==> src/rtl/bp_resolve_ctrl_if.sv <==
// Bundle of fetch-side alloc, execute-side resolve, predictor update and
// redirect signals for the in-flight branch tracker.
interface bp_resolve_ctrl_if #(
  parameter int HISTORY_BITS = 8,
  parameter int TW           = 3
);
  // Fetch registers a predicted branch
  logic                    alloc_valid;
  logic                    alloc_ready;
  logic [31:0]             alloc_pc;
  logic                    alloc_pred_taken;
  logic [31:0]             alloc_pred_target;
  logic [HISTORY_BITS-1:0] alloc_ghr;
  logic [TW-1:0]           alloc_tag;

  // Execute resolves a branch in program order
  logic                    resolve_valid;
  logic [TW-1:0]           resolve_tag;
  logic                    resolve_taken;
  logic [31:0]             resolve_target;

  // Predictor update port
  logic                    bp_update_en;
  logic [31:0]             bp_update_pc;
  logic                    bp_update_taken;
  logic [31:0]             bp_update_target;
  logic                    bp_mispredict;
  logic [HISTORY_BITS-1:0] bp_recover_ghr;

  // Fetch redirect and status
  logic                    redirect_valid;
  logic [31:0]             redirect_pc;
  logic [TW:0]             count;
  logic                    order_err;

  // Driver side: fetch/execute stimulus, observes tracker outputs
  modport master (
    output alloc_valid, alloc_pc, alloc_pred_taken, alloc_pred_target, alloc_ghr,
    output resolve_valid, resolve_tag, resolve_taken, resolve_target,
    input  alloc_ready, alloc_tag,
    input  bp_update_en, bp_update_pc, bp_update_taken, bp_update_target,
    input  bp_mispredict, bp_recover_ghr,
    input  redirect_valid, redirect_pc, count, order_err
  );

  // Tracker side
  modport slave (
    input  alloc_valid, alloc_pc, alloc_pred_taken, alloc_pred_target, alloc_ghr,
    input  resolve_valid, resolve_tag, resolve_taken, resolve_target,
    output alloc_ready, alloc_tag,
    output bp_update_en, bp_update_pc, bp_update_taken, bp_update_target,
    output bp_mispredict, bp_recover_ghr,
    output redirect_valid, redirect_pc, count, order_err
  );
endinterface

==> src/rtl/bp_resolve_ctrl.sv <==
// In-flight branch tracker: circular buffer of predicted branches, resolved
// in program order; drives the predictor update port, flushes younger
// entries on a mispredict and redirects fetch to the correct-path PC.
module bp_resolve_ctrl #(
  parameter int DEPTH        = 8,
  parameter int HISTORY_BITS = 8,
  parameter int TW           = $clog2(DEPTH)
) (
  input logic clock,
  input logic reset,
  bp_resolve_ctrl_if.slave bus
);

  localparam logic [0:0] NORMAL  = 1'b0;
  localparam logic [0:0] RECOVER = 1'b1;

  // Per-slot branch record
  logic [31:0]             pc_mem     [DEPTH];
  logic                    taken_mem  [DEPTH];
  logic [31:0]             target_mem [DEPTH];
  logic [HISTORY_BITS-1:0] ghr_mem    [DEPTH];

  // Pointers carry an extra wrap bit so full and empty are distinguishable
  logic [TW:0] head_reg, head_next;
  logic [TW:0] tail_reg, tail_next;
  logic [TW:0] count_reg, count_next;
  logic [0:0]  state_reg, state_next;

  logic full;
  logic empty;
  logic alloc_fire;
  logic resolve_hit;
  logic resolve_bad;
  logic mispredict;

  logic [TW-1:0]           head_idx;
  logic [31:0]             head_pc;
  logic                    head_taken;
  logic [31:0]             head_target;
  logic [HISTORY_BITS-1:0] head_ghr;
  logic [31:0]             correct_pc;
  logic [DEPTH-1:0]        slot_we;

  // Registered outputs
  logic                    update_en_reg;
  logic [31:0]             update_pc_reg;
  logic                    update_taken_reg;
  logic [31:0]             update_target_reg;
  logic                    mispredict_reg;
  logic [HISTORY_BITS-1:0] recover_ghr_reg;
  logic                    redirect_valid_reg;
  logic [31:0]             redirect_pc_reg;
  logic                    order_err_reg;

  assign full  = (head_reg[TW] != tail_reg[TW]) && (head_reg[TW-1:0] == tail_reg[TW-1:0]);
  assign empty = (head_reg == tail_reg);

  // Ready is combinational so fetch sees back-pressure in the same cycle
  assign bus.alloc_ready = !full && (state_reg == NORMAL) && !reset;
  assign bus.alloc_tag   = tail_reg[TW-1:0];

  assign alloc_fire = bus.alloc_valid && bus.alloc_ready;

  // Only the oldest branch may resolve; stale tags during recovery are dropped quietly
  assign resolve_hit = bus.resolve_valid && (state_reg == NORMAL) && !empty &&
                       (bus.resolve_tag == head_reg[TW-1:0]);
  assign resolve_bad = bus.resolve_valid && (state_reg == NORMAL) &&
                       (empty || (bus.resolve_tag != head_reg[TW-1:0]));

  assign head_idx    = head_reg[TW-1:0];
  assign head_pc     = pc_mem[head_idx];
  assign head_taken  = taken_mem[head_idx];
  assign head_target = target_mem[head_idx];
  assign head_ghr    = ghr_mem[head_idx];

  // Wrong direction, or right direction but wrong taken target
  assign mispredict = (bus.resolve_taken != head_taken) ||
                      (bus.resolve_taken && (bus.resolve_target != head_target));

  assign correct_pc = bus.resolve_taken ? bus.resolve_target : (head_pc + 32'd4);

  // One write enable per slot, selected by the tail index
  generate
    for (genvar gi = 0; gi < DEPTH; gi++) begin : g_slot
      assign slot_we[gi] = alloc_fire && (tail_reg[TW-1:0] == TW'(gi));

      // Capture the branch record when this slot is allocated
      always_ff @(posedge clock) begin
        if (slot_we[gi]) begin
          pc_mem[gi]     <= bus.alloc_pc;
          taken_mem[gi]  <= bus.alloc_pred_taken;
          target_mem[gi] <= bus.alloc_pred_target;
          ghr_mem[gi]    <= bus.alloc_ghr;
        end
      end
    end
  endgenerate

  // Next pointer, occupancy and state; a flush overrides a same-cycle alloc
  always_comb begin
    head_next  = head_reg;
    tail_next  = tail_reg;
    state_next = NORMAL;
    if (alloc_fire) begin
      tail_next = tail_reg + 1'b1;
    end
    if (resolve_hit) begin
      head_next = head_reg + 1'b1;
      if (mispredict) begin
        tail_next  = head_reg + 1'b1;
        state_next = RECOVER;
      end
    end
    count_next = tail_next - head_next;
  end

  // Pointer, FSM and occupancy registers
  always_ff @(posedge clock) begin
    if (reset) begin
      head_reg  <= '0;
      tail_reg  <= '0;
      count_reg <= '0;
      state_reg <= NORMAL;
    end else begin
      head_reg  <= head_next;
      tail_reg  <= tail_next;
      count_reg <= count_next;
      state_reg <= state_next;
    end
  end

  // Predictor update / redirect outputs; data fields hold between strobes
  always_ff @(posedge clock) begin
    if (reset) begin
      update_en_reg      <= 1'b0;
      update_pc_reg      <= '0;
      update_taken_reg   <= 1'b0;
      update_target_reg  <= '0;
      mispredict_reg     <= 1'b0;
      recover_ghr_reg    <= '0;
      redirect_valid_reg <= 1'b0;
      redirect_pc_reg    <= '0;
      order_err_reg      <= 1'b0;
    end else begin
      update_en_reg      <= resolve_hit;
      mispredict_reg     <= resolve_hit && mispredict;
      redirect_valid_reg <= resolve_hit && mispredict;
      if (resolve_hit) begin
        update_pc_reg     <= head_pc;
        update_taken_reg  <= bus.resolve_taken;
        update_target_reg <= bus.resolve_target;
        recover_ghr_reg   <= head_ghr;
      end
      if (resolve_hit && mispredict) begin
        redirect_pc_reg <= correct_pc;
      end
      if (resolve_bad) begin
        order_err_reg <= 1'b1;
      end
    end
  end

  assign bus.bp_update_en     = update_en_reg;
  assign bus.bp_update_pc     = update_pc_reg;
  assign bus.bp_update_taken  = update_taken_reg;
  assign bus.bp_update_target = update_target_reg;
  assign bus.bp_mispredict    = mispredict_reg;
  assign bus.bp_recover_ghr   = recover_ghr_reg;
  assign bus.redirect_valid   = redirect_valid_reg;
  assign bus.redirect_pc      = redirect_pc_reg;
  assign bus.count            = count_reg;
  assign bus.order_err        = order_err_reg;

endmodule

==> src/flat_wrapper.sv <==
// flat-port wrapper written by rule: the top's interface ports become plain ports
module bp_resolve_ctrl_flat 
#(
  parameter int DEPTH        = 8,
  parameter int HISTORY_BITS = 8,
  parameter int TW           = $clog2(DEPTH)
)
  (clock, reset, bus_alloc_valid, bus_alloc_pc, bus_alloc_pred_taken, bus_alloc_pred_target, bus_alloc_ghr, bus_resolve_valid, bus_resolve_tag, bus_resolve_taken, bus_resolve_target, bus_alloc_ready, bus_alloc_tag, bus_bp_update_en, bus_bp_update_pc, bus_bp_update_taken, bus_bp_update_target, bus_bp_mispredict, bus_bp_recover_ghr, bus_redirect_valid, bus_redirect_pc, bus_count, bus_order_err);
  bp_resolve_ctrl_if #(.HISTORY_BITS(HISTORY_BITS), .TW(TW)) bus_i ();
  input logic clock;
  input logic reset;
  input wire logic [$bits(bus_i.alloc_valid)-1:0] bus_alloc_valid;
  input wire logic [$bits(bus_i.alloc_pc)-1:0] bus_alloc_pc;
  input wire logic [$bits(bus_i.alloc_pred_taken)-1:0] bus_alloc_pred_taken;
  input wire logic [$bits(bus_i.alloc_pred_target)-1:0] bus_alloc_pred_target;
  input wire logic [$bits(bus_i.alloc_ghr)-1:0] bus_alloc_ghr;
  input wire logic [$bits(bus_i.resolve_valid)-1:0] bus_resolve_valid;
  input wire logic [$bits(bus_i.resolve_tag)-1:0] bus_resolve_tag;
  input wire logic [$bits(bus_i.resolve_taken)-1:0] bus_resolve_taken;
  input wire logic [$bits(bus_i.resolve_target)-1:0] bus_resolve_target;
  output wire logic [$bits(bus_i.alloc_ready)-1:0] bus_alloc_ready;
  output wire logic [$bits(bus_i.alloc_tag)-1:0] bus_alloc_tag;
  output wire logic [$bits(bus_i.bp_update_en)-1:0] bus_bp_update_en;
  output wire logic [$bits(bus_i.bp_update_pc)-1:0] bus_bp_update_pc;
  output wire logic [$bits(bus_i.bp_update_taken)-1:0] bus_bp_update_taken;
  output wire logic [$bits(bus_i.bp_update_target)-1:0] bus_bp_update_target;
  output wire logic [$bits(bus_i.bp_mispredict)-1:0] bus_bp_mispredict;
  output wire logic [$bits(bus_i.bp_recover_ghr)-1:0] bus_bp_recover_ghr;
  output wire logic [$bits(bus_i.redirect_valid)-1:0] bus_redirect_valid;
  output wire logic [$bits(bus_i.redirect_pc)-1:0] bus_redirect_pc;
  output wire logic [$bits(bus_i.count)-1:0] bus_count;
  output wire logic [$bits(bus_i.order_err)-1:0] bus_order_err;
  assign bus_i.alloc_valid = bus_alloc_valid;
  assign bus_i.alloc_pc = bus_alloc_pc;
  assign bus_i.alloc_pred_taken = bus_alloc_pred_taken;
  assign bus_i.alloc_pred_target = bus_alloc_pred_target;
  assign bus_i.alloc_ghr = bus_alloc_ghr;
  assign bus_i.resolve_valid = bus_resolve_valid;
  assign bus_i.resolve_tag = bus_resolve_tag;
  assign bus_i.resolve_taken = bus_resolve_taken;
  assign bus_i.resolve_target = bus_resolve_target;
  assign bus_alloc_ready = bus_i.alloc_ready;
  assign bus_alloc_tag = bus_i.alloc_tag;
  assign bus_bp_update_en = bus_i.bp_update_en;
  assign bus_bp_update_pc = bus_i.bp_update_pc;
  assign bus_bp_update_taken = bus_i.bp_update_taken;
  assign bus_bp_update_target = bus_i.bp_update_target;
  assign bus_bp_mispredict = bus_i.bp_mispredict;
  assign bus_bp_recover_ghr = bus_i.bp_recover_ghr;
  assign bus_redirect_valid = bus_i.redirect_valid;
  assign bus_redirect_pc = bus_i.redirect_pc;
  assign bus_count = bus_i.count;
  assign bus_order_err = bus_i.order_err;
  bp_resolve_ctrl #(.DEPTH(DEPTH), .HISTORY_BITS(HISTORY_BITS), .TW(TW)) u_core (.clock(clock), .reset(reset), .bus(bus_i));
endmodule
==> config.mk <==
export PLATFORM = sky130hd
export DESIGN_NAME = bp_resolve_ctrl_flat
export DESIGN_NICKNAME = d
export VERILOG_FILES = /design/src/rtl/bp_resolve_ctrl_if.sv /design/src/rtl/bp_resolve_ctrl.sv /design/src/flat_wrapper.sv
export SDC_FILE = /design/constraint.sdc
export NUM_CORES = 1
export LEC_CHECK = 0
export BUFFER_PORTS_ARGS = -buffer_cell sky130_fd_sc_hd__buf_4
export CELL_PAD_IN_SITES_DETAIL_PLACEMENT = 1
export CELL_PAD_IN_SITES_GLOBAL_PLACEMENT = 1
export CORE_ASPECT_RATIO = 1.2
export CORE_MARGIN = 4
export CORE_UTILIZATION = 40
export CTS_CLUSTER_DIAMETER = 60
export DETAILED_ROUTE_END_ITERATION = 16
export PLACE_DENSITY = 0.62
export SLEW_MARGIN = 20
export SYNTH_ARGS = -nofsm -noshare
export SYNTH_HDL_FRONTEND = slang
export SYNTH_SLANG_ARGS = --single-unit
==> constraint.sdc <==
create_clock -name clock -period 9.7 [get_ports clock]
set_clock_uncertainty 0.05 [all_clocks]
set_input_delay 0.485 -clock clock [delete_from_list [all_inputs] [get_ports clock]]
set_output_delay 0.485 -clock clock [all_outputs]
set_load 0.01 [all_outputs]
# Word-level counts from Yosys, hierarchy flattened
# Memory sizes are Yosys's and may differ from the RTL's. A register that Yosys moved wholly into a read port is not among the register bits.
# Index checks and enable logic that the tools add are counted.
# W data, S select, Z words.
[totals]
regBits = 113
word_cells = 197
ramBits = 584
out_inout_bits = 117
mem_count = 4
[memory_table]
columns = ["name", "depth", "width", "read_ports", "rd_ports_with_merged_regs", "wr", "line_no", "rtl"]
rows = [
  ["u_core.pc_mem", 8, 32, 1, 1, 1, "bp_resolve_ctrl.sv:18", "logic [31:0] pc_mem [DEPTH];"],
  ["u_core.target_mem", 8, 32, 1, 1, 1, "bp_resolve_ctrl.sv:20", "logic [31:0] target_mem [DEPTH];"],
  ["u_core.ghr_mem", 8, 8, 1, 1, 1, "bp_resolve_ctrl.sv:21", "logic [HISTORY_BITS-1:0] ghr_mem [DEPTH];"],
  ["u_core.taken_mem", 8, 1, 1, 1, 1, "bp_resolve_ctrl.sv:19", "logic taken_mem [DEPTH];"],
]
[op_classes]
addsub = 4
n_reduce_logical = 53
n_mux = 109
n_bitwise = 2
eq_ne = 14
[op_table]
columns = ["operator", "count"]
rows = [
  ["$mux W32", 15],
  ["$reduce_or A32 Y1", 14],
  ["$mux W3", 31],
  ["$mux W8", 7],
  ["$reduce_or A8 Y1", 7],
  ["$mux W1", 52],
  ["$add A32 B3 Y32 const B", 1],
  ["$ne A32 B32 Y1", 1],
  ["$logic_and A1 B1 Y1", 18],
  ["$mux W4", 4],
  ["$eq A3 B3 Y1 const B", 4],
  ["$add A4 B1 Y4 const B", 2],
  ["$reduce_or A1 Y1", 7],
  ["$eq A3 B2 Y1 const B", 2],
  ["$eq A3 B3 Y1", 2],
  ["$eq A4 B4 Y1", 1],
  ["$sub A4 B4 Y4", 1],
  ["$eq A3 B1 Y1 const B", 1],
  ["$logic_not A1 Y1", 3],
  ["$logic_not A3 Y1", 1],
  ["$ne A3 B3 Y1", 1],
  ["$logic_or A1 B1 Y1", 2],
  ["$ne A1 B1 Y1", 2],
  ["$not A1 Y1", 2],
  ["$reduce_or A2 Y1", 1],
]

# Longest topological paths before layout
# Gate-level depths: netlist (run 1).
[logic_depth]
word_depth = 17
mapped_depth = 20

# Worst setup path before layout (run 1)
# No wires, ideal clock.
[synth_timing]
kind = "register to register"
start = "register u_core.head_reg[0]"
end = "memory u_core.ghr_mem[4][0], enable pin"
arrival_time_ps = 3616
path_slack_ps = 5595
t_required_ps = 9210
path_stages_with_launch = 9
period_less_slack_ps = 4105
setup_time_ps = 440
path_buffers = 4
cell_sequence = "dfxtp_1 -> buf_4 -> buf_4 -> buf_4 -> xnor2_1 -> and4_1 -> nor4b_2 -> clkbuf_1 -> and3_1"
[synth_via]
elab_cells_between_ends = 51
classes_between = "1 x eq/ne; 30 x mux; 20 x reduce/logical"
[synth_lines]
columns = ["element", "line_no", "rtl"]
rows = [
  ["start: declaration", "bp_resolve_ctrl.sv:24", "logic [TW:0] head_reg, head_next;"],
  ["start signal: assignment", "bp_resolve_ctrl.sv:125", "head_reg <= head_next;"],
  ["$eq A3 B3 Y1 *", "bp_resolve_ctrl.sv:55", "assign full = (head_reg[TW] != tail_reg[TW]) && (head_reg[TW-1:0] == tail_reg[TW-1:0]);"],
  ["$logic_and A1 B1 Y1 *", "bp_resolve_ctrl.sv:55", ""],
  ["$logic_not A1 Y1 *", "bp_resolve_ctrl.sv:59", "assign bus.alloc_ready = !full && (state_reg == NORMAL) && !reset;"],
  ["$logic_and A1 B1 Y1 * (2 in a row)", "bp_resolve_ctrl.sv:59", ""],
  ["$logic_and A1 B1 Y1 *", "bp_resolve_ctrl.sv:62", "assign alloc_fire = bus.alloc_valid && bus.alloc_ready;"],
  ["$logic_and A1 B1 Y1 *", "bp_resolve_ctrl.sv:85", "assign slot_we[gi] = alloc_fire && (tail_reg[TW-1:0] == TW'(gi));"],
  ["net u_core.slot_we[4]", "bp_resolve_ctrl.sv:42", "logic [DEPTH-1:0] slot_we;"],
  ["$mux W1 *", "bp_resolve_ctrl.sv:89", "if (slot_we[gi]) begin"],
  ["$mux W1 (not written as such) *", "bp_resolve_ctrl.sv:93", "ghr_mem[gi] <= bus.alloc_ghr;"],
  ["$reduce_or A8 Y1 (no source line)", "--", ""],
  ["$mux W3 (no source line) / $mux W1 (equally long branches) (4 in a row)", "--", ""],
  ["end: declaration", "bp_resolve_ctrl.sv:21", ""],
]
# Mark *: on every way through the listed nets, which the timed path passes. The rest lies on a longest branch.

# Final worst setup path (run 1)
[layout_timing]
start = "register u_core.head_reg[0]"
end = "register u_core.count_reg[3] (netlist: u_core.bus.count[3])"
[layout_via]
elab_chain_cells = 10
elab_cells_between_ends = 17
classes_between = "2 x add/sub; 3 x eq/ne; 4 x mux; 8 x reduce/logical"
[layout_rtl]
columns = ["element", "line_no", "rtl"]
rows = [
  ["$eq A3 B3 Y1", "bp_resolve_ctrl.sv:55", ""],
  ["$logic_and A1 B1 Y1", "bp_resolve_ctrl.sv:55", ""],
  ["$logic_not A1 Y1", "bp_resolve_ctrl.sv:59", ""],
  ["$logic_and A1 B1 Y1 (2 in a row)", "bp_resolve_ctrl.sv:59", ""],
  ["$logic_and A1 B1 Y1", "bp_resolve_ctrl.sv:62", ""],
  ["$mux W4", "bp_resolve_ctrl.sv:104", "if (alloc_fire) begin"],
  ["$mux W4", "bp_resolve_ctrl.sv:109", "if (mispredict) begin"],
  ["$mux W4 *", "bp_resolve_ctrl.sv:107", "if (resolve_hit) begin"],
  ["net u_core.tail_next[1]", "bp_resolve_ctrl.sv:25", "logic [TW:0] tail_reg, tail_next;"],
  ["$sub A4 B4 Y4 *", "bp_resolve_ctrl.sv:114", "count_next = tail_next - head_next;"],
  ["end signal: assignment", "bp_resolve_ctrl.sv:127", "count_reg <= count_next;"],
  ["end: declaration", "bp_resolve_ctrl.sv:26", "logic [TW:0] count_reg, count_next;"],
]
# Marks and branches as above.
# A chain may end at the register's enable or synchronous reset.

==> flow_metrics.env, run 1 <==
export IMPL_end_kind="flop"
export IMPL_r2r_slack_ps=3540
export IMPL_synth_flop_cell="edfxtp_1"
export IMPL_reg2reg_depth=17
export IMPL_rows=106
export IMPL_die_area_mm2=0.07437
export IMPL_async_reset_ff_share_pct=0
export IMPL_nets=1986
export IMPL_layout_cells_non_filler=2839
export IMPL_die_x_um=249.6
export IMPL_area_delta_synth_final_pct=17.67
export IMPL_p_per_area_mw_per_mm2=197.0
export IMPL_required_ps=10120
export IMPL_grt_max_degree=110
export IMPL_max_freq_mhz=162.3
export IMPL_grt_pass1_vias=16310
export IMPL_hp_class="input port to flop"
export IMPL_gp_congestion=0.7537
export IMPL_tightest_slew_ps=933.6
export IMPL_final_area_mm2=0.03298
export IMPL_path_max_fanout=50
export IMPL_synth_edf_count=584
export IMPL_grt_overflow_total=0
export IMPL_dp_cells=2704
export IMPL_finalSetupViolCount=0
export IMPL_cts_buffer_depth=3
export IMPL_cts_resized=0
export IMPL_antenna_found_initial=6
export IMPL_grt_util_met2_pct=34.30
export IMPL_post_drt_wl_per_cell_um=26.78
export IMPL_grt_pass1_wl_um=111200
export IMPL_grt_total_usage_pct=20.16
export IMPL_fin_crit_ps=6160
export IMPL_clk_latency_ps=600
export IMPL_syn_mean_instance_area_um2=17.21
export IMPL_worstSetupPathType="flop to flop"
export IMPL_grt_use_met1_pct=27.03
export IMPL_cts_made_buffers=73
export IMPL_die_y_um=297.9
export IMPL_initial_utilization_pct=40.32
export IMPL_synth_seq_cells=705
export IMPL_final_common_cell="edfxtp_1"
export IMPL_synthDistinctLibCells=54
export IMPL_hold_end="u_core.pc_mem[3][13]$_DFFE_PP_"
export IMPL_busiest_layer="met2"
export IMPL_syn_nets=1753
export IMPL_syn_inst=1628
export IMPL_via_per_inst=5.383
export IMPL_dp_hpwl_um=48330
export IMPL_portBuffers=229
export IMPL_root_buffer="clkbuf_16"
export IMPL_drt_first_iter_violations=1075
export IMPL_drive_above_1_share_pct=26.82
export IMPL_finalHoldViolCount=0
export IMPL_reg_top3="u_core.pc_mem: 256 flops, u_core.target_mem: 256 flops, u_core.ghr_mem: 64 flops"
export IMPL_min_period_over_period_pct=63.51
export IMPL_leakage_uw=0.01071
export IMPL_rsz0062_at_grt="no"
export IMPL_holdPathStages=1
export IMPL_r2r_start="u_core.head_reg[0]$_SDFF_PP0_"
export IMPL_route_detailed_drc=0
export IMPL_final_cell_mix="584 x edfxtp_1, 256 x buf_4, 118 x nand2_1, 118 x dfxtp_1, 116 x nor2_1"
export IMPL_seq_area_frac_synth_pct=71.22
export IMPL_n_fill_cell=6687
export IMPL_start_kind="flop"
export IMPL_cts_tree="built"
export IMPL_cts_clk_slew_worst_paths_ps=60
export IMPL_synth_cell_area_mm2=0.02802
export IMPL_status="complete, no violations"
export IMPL_routed_wl_um=76030
export IMPL_placed_area_mm2=0.03053
export IMPL_drv_slew=0
export IMPL_htreeDepth=3
export IMPL_slew_headroom_pct=37.76
export IMPL_antenna_left=0
export IMPL_core_mm2=0.06950
export IMPL_hp_start="bus_alloc_pc[13]"
export IMPL_r2r_end="u_core.bus.count[3]$_SDFF_PP0_"
export IMPL_yosysWarningCount=0
export IMPL_cap_violations=0
export IMPL_dr_pass1_iters=5
export IMPL_clkSinkCount=705
export IMPL_ioPinCount=230
export IMPL_via_count=15280
export IMPL_max_vdd_ir_drop_uv=128.0
export IMPL_global_route_usage_met3_pct=3.868
export IMPL_holdBufCountCts=0
export IMPL_arrival_ps=6580
export IMPL_postCtsSetupBuffers=0
export IMPL_fin_tns_setup_ps=0
[synth_stat cells, drive strengths merged, types with 19 or more instances]
cell	count	area share, %
mux2i	98	3.5
mux4	122	10
mux2	19	0.76
xor2	34	1.1
a22oi	19	0.51
clkbuf	41	0.55
nor2	116	1.6
edfxtp	584	63
dfxtp	121	8.6
buf	58	1.7
a211oi	50	1.3
xnor2	39	1.2
nand2	120	1.6
a21oi	58	1.0
nor3	26	0.52
[kinds of logic (layout without fill, tap and decap cells)]
logic type,count (synthesis),count (layout),synth area share [%]
flip-flops,705,705,71.22
multiplexers,239,239,14.26
other,0,1,0
adder cells (fa/ha/maj),12,12,0.5626
AND/OR/NAND/NOR,340,340,5.639
XOR/XNOR,73,73,2.282
buffers and inverters,105,397,2.340
AO/OA/AOI/OAI,154,154,3.697
[through the flow]
| stage | total power [uW] | util [%] | setup slack, ps | hold WS, ps |
|---|---|---|---|---|
| 2_1_floorplan | 3558 | - | 5595 | 430.5 |
| 3_3_place_gp | 3718 | 43.94 | 3491 | 394.1 |
| 3_5_place_dp | 3728 | 43.94 | 3400 | 400.7 |
| 4_1_cts | 6575 | 47.45 | 3382 | 20.24 |
| 5_1_grt | 6724 | 47.45 | 2967 | 33.03 |
| 6_report | 6496 | 47.45 | 3540 | 63.01 |
[layout make-up]
cell class / instances / area (um2) / share of cell area (%)
inverters: 6 / 22.52 / 0.06830
repair buffers: 257 / 1942 / 5.889
diodes: 1 / 2.502 / 0.007589
clock inverters: 27 / 296.5 / 0.8993
multi-input cells: 818 / 7451 / 22.60
well taps: 918 / 1149 / 3.483
clock buffers: 107 / 2142 / 6.496
flip-flops and latches: 705 / 19970 / 60.56
[worst max-delay path by stage]
stage | from | cells after the start | to
2_1_floorplan | u_core.head_reg[0]$_SDFF_PP0_ | 8 | u_core.ghr_mem[4][0]$_DFFE_PP_
3_3_place_gp | u_core.head_reg[0]$_SDFF_PP0_ | 17 | u_core.bus.count[3]$_SDFF_PP0_
3_5_place_dp | u_core.head_reg[0]$_SDFF_PP0_ | 17 | u_core.bus.count[3]$_SDFF_PP0_
4_1_cts | u_core.head_reg[0]$_SDFF_PP0_ | 17 | u_core.bus.count[3]$_SDFF_PP0_
5_1_grt | u_core.head_reg[0]$_SDFF_PP0_ | 17 | u_core.bus.count[3]$_SDFF_PP0_
6_report | u_core.head_reg[0]$_SDFF_PP0_ | 17 | u_core.bus.count[3]$_SDFF_PP0_
[worst max-delay path, cell delays in order (launching register included)]
cell      delay (ps)
dfxtp_4          710
buf_4            510
buf_4            680
xnor2_1          190
nand3_1          110
nand2b_1         220
nor2b_4          180
o21ai_0          220
a31oi_4          670
buf_4            600
mux2_2           440
ha_1             290
a21o_1           180
a21o_1           180
xor2_1           260
nor3_1            90
mux2i_1          200
o211ai_1         110
[per-layer routing]
metal  vias up  wire (um)  part of all wire (%)
met4         6       1390                   1.8
met3        91       4027                   5.3
met2       405      38040                    50
met1      8003      32520                    43
met5         -         47                 0.062
li1       6776          -                     -
[where the power goes]
| group | internal, uW | total [uW] | switching [uW] | leakage (uW) |
|---|---|---|---|---|
| sequential | 3320 | 3340 | 19.6 | 0.00626 |
| combinational | 121 | 314 | 193 | 0.00326 |
| clock | 1700 | 2840 | 1140 | 0.00119 |
Note: power is estimated with default switching activity, not from simulation.
==> run 2, diff against run 1 <==
Settings changed: PLACE_DENSITY 0.62 to 0.64.
Clock period 9.7 ns to 5.4 ns, I/O delays scaled along.
==> flow_metrics.env, run 2 (synthesis gave the netlist of run 1 again) <==
export IMPL_die_area_mm2=0.07437
export IMPL_grt_pass1_vias=16930
export IMPL_crit_cells=17
export IMPL_cts_buffer_depth=3
export IMPL_fin_crit_ps=4626
export IMPL_fin_util_pct=49.17
export IMPL_cts_clk_slew_worst_paths_ps=60
export IMPL_reg_top3="u_core.pc_mem: 256 flops, u_core.target_mem: 256 flops, u_core.ghr_mem: 64 flops"
export IMPL_die_y_um=297.9
export IMPL_cap_violations=0
export IMPL_tightest_slew_ps=988.2
export IMPL_gp_congestion=0.7920
export IMPL_rsz0062_at_grt="no"
export IMPL_final_cell_mix="584 x edfxtp_1, 257 x buf_4, 118 x nand2_1, 118 x dfxtp_1, 116 x nor2_1"
export IMPL_clkSinkCount=705
export IMPL_required_ps=5800
export IMPL_ioPinCount=230
export IMPL_core_mm2=0.06950
export IMPL_drv_slew=0
export IMPL_hp_class="input port to flop"
export IMPL_final_common_cell="edfxtp_1"
export IMPL_critical_path_top_delay_family="simple AND/OR/NAND/NOR gates"
export IMPL_placed_area_mm2=0.03072
export IMPL_drt_first_iter_violations=1168
export IMPL_path_max_fanout=35
export IMPL_postCtsSetupBuffers=0
export IMPL_status="complete, no violations"
export IMPL_post_drt_wl_per_cell_um=25.74
export IMPL_clk_latency_ps=600
export IMPL_portBuffers=229
export IMPL_rows=106
export IMPL_crit_chain="nor2b_1, a22oi_1, a21oi_1, o22ai_1, nor4_1, and4_1, a31oi_4, buf_4, mux2_2, ha_1, inv_1, a21o_1, a21o_1, xor2_1, nor3_1, mux2i_1, o211ai_1"
export IMPL_crit_top_cell="a21o_1"
export IMPL_arrival_ps=5030
export IMPL_layout_cells_non_filler=2954
export IMPL_holdPathStages=4
export IMPL_leakage_uw=0.01121
export IMPL_finalHoldViolCount=0
export IMPL_antenna_left=0
export IMPL_cts_tree="built"
export IMPL_p_per_area_mw_per_mm2=341.3
export IMPL_nets=2101
export IMPL_max_freq_mhz=216.1
export IMPL_grt_overflow_total=0
export IMPL_cts_made_buffers=73
export IMPL_grt_max_degree=80
export IMPL_drive_above_1_share_pct=25.90
export IMPL_initial_utilization_pct=40.32
export IMPL_n_fill_cell=6592
export IMPL_route_detailed_drc=0
export IMPL_via_count=15710
export IMPL_finalSetupViolCount=0
export IMPL_reg2reg_depth=17
export IMPL_root_buffer="clkbuf_16"
export IMPL_dp_cells=2714
export IMPL_max_stage_delay_ps=700
export IMPL_end_kind="flop"
export IMPL_final_area_mm2=0.03417
export IMPL_min_period_over_period_pct=85.68
export IMPL_via_per_inst=5.318
export IMPL_grt_total_usage_pct=20.17
export IMPL_worstSetupPathType="flop to flop"
export IMPL_htreeDepth=3
export IMPL_start_kind="flop"
export IMPL_routed_wl_um=76020
export IMPL_area_delta_synth_final_pct=21.94
export IMPL_max_vdd_ir_drop_uv=209.6
export IMPL_dr_pass1_iters=5
export IMPL_fin_tns_setup_ps=0
export IMPL_grt_pass1_wl_um=112800
export IMPL_antenna_found_initial=4
export IMPL_slowest_stage="dfxtp_4"
export IMPL_slew_headroom_pct=33.88
export IMPL_dp_hpwl_um=47950
export IMPL_critPathBufInv=2
export IMPL_die_x_um=249.6
## run 2: cell types whose count changed in the layout (fill, tap and decap cells not counted)
| cell | change |
|---|---|
| buf_4 | +1 |
| dlygate4sd3_1 | +105 |
| clkbuf_8 | -1 |
| clkbuf_1 | -7 |
| clkbuf_16 | -2 |
| inv_6 | +2 |
| clkinv_2 | +3 |
| clkinv_8 | -1 |
| buf_12 | +9 |
| clkinv_1 | +5 |
| inv_8 | +1 |
## run 2: stage by stage
step | setup slack (ps) | total power [uW] | hold slack, ps
after detailed placement | 847.1 | 6695 | 398.6
after global routing | 510.3 | 12090 | 126.8
final | 773.5 | 11660 | 137.3
after CTS | 815.6 | 11800 | 96.83
after floorplan | 1295 | 6392 | 318.9
after global placement | 911.0 | 6679 | 393.6
## run 2: final cells by class
cell class                      instances  area (um2)  area share [%]
Clock inverter                         37       342.8           1.003
Inverter                                6       22.52         0.06591
Antenna cell                            1       2.502        0.007323
Timing Repair Buffer                  372        3181           9.308
Multi-Input combinational cell        818        7451           21.81
Clock buffer                           97        2052           6.005
Tap cell                              918        1149           3.361
Sequential cell                       705       19970           58.44
## run 2: per-layer routing
layer  vias up  share of wire [%]  global-route usage [%]
met5         -              0.017                       0
met4         2                2.0                   5.327
met3        88                4.7                   3.143
met2       386                 50                   34.88
met1      8214                 43                   26.78
li1       7018                  -                       -
## run 2: worst min-delay path, stage by stage
cell	delay [ps]
buf_4	110
nor2b_1	160
a21oi_1	160
nor2_1	50
## run 2: where the power goes
part           internal (uW)  total [uW]  leakage (uW)  switching [uW]
clock                   2970        5020       0.00118            2050
combinational            272         639       0.00378             367
sequential              5970        6000       0.00626            32.5
total                   9210       11700        0.0112            2450
## run 2: timing repair
action / 4_1_cts / 5_1_grt
hold buffers: 105 / 0
resized for setup: 0 / 0
endpoints found under the hold margin: 617 / 0
## run 2: worst paths after layout
kind / startpoint / to / slack (ps)
worst max register to register: u_core.head_reg[2]$_SDFF_PP0_ / u_core.bus.count[3]$_SDFF_PP0_ / 770
worst min-delay path: bus_resolve_valid / u_core.bus.order_err$_SDFFE_PP0P_ / 140
worst max-delay path: u_core.head_reg[2]$_SDFF_PP0_ / u_core.bus.count[3]$_SDFF_PP0_ / 770
worst min register to register: u_core.bus.bp_update_target[12]$_SDFFE_PP0P_ / u_core.bus.bp_update_target[12]$_SDFFE_PP0P_ / 410
==> run 3, diff against run 2 <==
Settings changed: CORE_UTILIZATION 40 to 36, CTS_BUF_LIST set to sky130_fd_sc_hd__clkbuf_4, PLACE_DENSITY 0.64 to 0.59.
==> flow_metrics.env, run 3 (synthesis gave the netlist of run 1 again) <==
export IMPL_grt_overflow_total=0
export IMPL_nets=2336
export IMPL_cts_clk_slew_worst_paths_ps=60
export IMPL_r2r_start="u_core.head_reg[1]$_SDFF_PP0_"
export IMPL_leakage_uw=0.01198
export IMPL_gp_congestion=0.7459
export IMPL_slew_headroom_pct=21.77
export IMPL_path_max_fanout=40
export IMPL_hp_start="bus_resolve_tag[0]"
export IMPL_hp_class="input port to flop"
export IMPL_r2r_slack_ps=610
export IMPL_drt_first_iter_violations=947
export IMPL_initial_utilization_pct=36.49
export IMPL_slowest_stage="dfxtp_4"
export IMPL_start_kind="flop"
export IMPL_tightest_slew_ps=1141
export IMPL_required_ps=6200
export IMPL_r2r_end="u_core.bus.count[3]$_SDFF_PP0_"
export IMPL_crit_chain="buf_4, mux2i_1, a22oi_1, nand2_1, xnor2_1, nor4_1, and4_1, a31oi_4, mux2_2, ha_1, a21o_1, a21o_1, xor2_1, nor3_1, mux2i_1, o211ai_1"
export IMPL_via_count=16990
export IMPL_reg_top3="u_core.pc_mem: 256 flops, u_core.target_mem: 256 flops, u_core.ghr_mem: 64 flops"
export IMPL_fin_crit_ps=4791
export IMPL_root_buffer="clkbuf_4"
export IMPL_cts_resized=0
export IMPL_max_vdd_ir_drop_uv=171.1
export IMPL_grt_max_degree=82
export IMPL_drive_above_1_share_pct=29.71
export IMPL_ioPinCount=230
export IMPL_grt_total_usage_pct=19.95
export IMPL_drv_slew=0
export IMPL_core_mm2=0.07680
export IMPL_grt_pass1_vias=18710
export IMPL_fin_tns_setup_ps=0
export IMPL_cts_made_buffers=180
export IMPL_holdWs_ps=147.2
export IMPL_finalSetupViolCount=0
export IMPL_cts_tree="built"
export IMPL_grt_pass1_wl_um=121700
export IMPL_max_freq_mhz=208.7
export IMPL_antenna_found_initial=8
export IMPL_arrival_ps=5590
export IMPL_htreeDepth=4
export IMPL_finalHoldViolCount=0
export IMPL_holdPathStages=8
export IMPL_cts_buffer_depth=3
export IMPL_critical_path_startpoint="u_core.head_reg[1]$_SDFF_PP0_"
export IMPL_rsz0062_at_grt="no"
export IMPL_antenna_left=0
export IMPL_reg2reg_depth=16
export IMPL_hold_end="u_core.bus.bp_recover_ghr[2]$_SDFFE_PP0P_"
export IMPL_end_kind="flop"
export IMPL_final_common_cell="edfxtp_1"
export IMPL_route_detailed_drc=0
export IMPL_dr_pass1_iters=5
export IMPL_clk_latency_ps=1030
export IMPL_status="complete, no violations"
export IMPL_die_x_um=262.7
export IMPL_cap_violations=0
export IMPL_portBuffers=229
export IMPL_via_per_inst=5.036
export IMPL_dp_hpwl_um=50410
export IMPL_area_delta_synth_final_pct=26.76
export IMPL_min_period_over_period_pct=88.72
export IMPL_final_cell_mix="584 x edfxtp_1, 261 x clkbuf_4, 257 x buf_4"
export IMPL_max_stage_delay_ps=660
export IMPL_routed_wl_um=82630
export IMPL_die_y_um=313.6
export IMPL_post_drt_wl_per_cell_um=24.49
export IMPL_clkSinkCount=705
export IMPL_p_per_area_mw_per_mm2=319.3
export IMPL_worstSetupPathType="flop to flop"
export IMPL_die_area_mm2=0.08239
export IMPL_rows=111
==> run 3: final cells by class <==
| cell class | count | area, um2 |
|---|---|---|
| Tap cell | 1017 | 1272 |
| Clock buffer | 261 | 1959 |
| Antenna cell | 1 | 2.502 |
| Clock inverter | 66 | 401.6 |
| Fill cell | 7599 | 41280 |
| Inverter | 6 | 22.52 |
| Sequential cell | 705 | 19970 |
| Multi-Input combinational cell | 818 | 7451 |
| Timing Repair Buffer | 500 | 4442 |
==> run 3: worst max path at each step <==
stage,to,slack [ps],cells after the start
3_3_place_gp,u_core.bus.count[3]$_SDFF_PP0_,610,15
6_report,u_core.bus.count[3]$_SDFF_PP0_,610,16
4_1_cts,u_core.bus.count[3]$_SDFF_PP0_,530,15
5_1_grt,u_core.bus.count[3]$_SDFF_PP0_,190,15
3_5_place_dp,u_core.bus.count[3]$_SDFF_PP0_,570,15
2_1_floorplan,u_core.ghr_mem[4][0]$_DFFE_PP_,1290,8
==> run 3: metrics by stage <==
step           utilization [%]  area (um2)  setup WS [ps]  std cells  total power [uW]
2_1_floorplan                -       28020           1295       1628              6392
3_3_place_gp             40.11       30810          609.2       2811              6689
3_5_place_dp             40.11       30810          570.4       2811              6707
4_1_cts                  46.25       35520          527.9       3373             11530
5_1_grt                  46.25       35520          193.0       3374             11880
6_report                 46.25       35520          609.1       3374             11340
==> run 3: power by group <==
part / leakage [uW] / switching (uW) / internal [uW]
Combinational: 0.00435 / 392 / 327
Sequential: 0.00626 / 29.7 / 5970
Clock: 0.00138 / 2200 / 2420
==> run 3: routing by layer <==
| metal | global-route usage (%) | part of all wire, % | wire length (um) |
|---|---|---|---|
| met5 | 0 | 0.033 | 27 |
| met2 | 34.56 | 51 | 42060 |
| met4 | 5.777 | 1.9 | 1529 |
| met1 | 25.04 | 42 | 34530 |
| met3 | 4.861 | 5.4 | 4489 |
==> run 3: worst max-delay path: cells and delay by family, from the launching register on <==
kind	cells	cell delay (ps)
and+or+nand+nor	4	1000
AOI/OAI and AO/OA	5	840
muxes	3	700
DFF	1	660
buffers and inverters	1	650
xor gates and xnor gates	2	410
adders and majority gates	1	310
==> run 3: what timing repair did <==
| item | CTS | global route |
|---|---|---|
| setup endpoints to repair | 0 | 0 |
| hold buffers | 235 | 0 |
| hold endpoints to repair | 681 | 0 |
| buffers inserted | 0 | 0 |
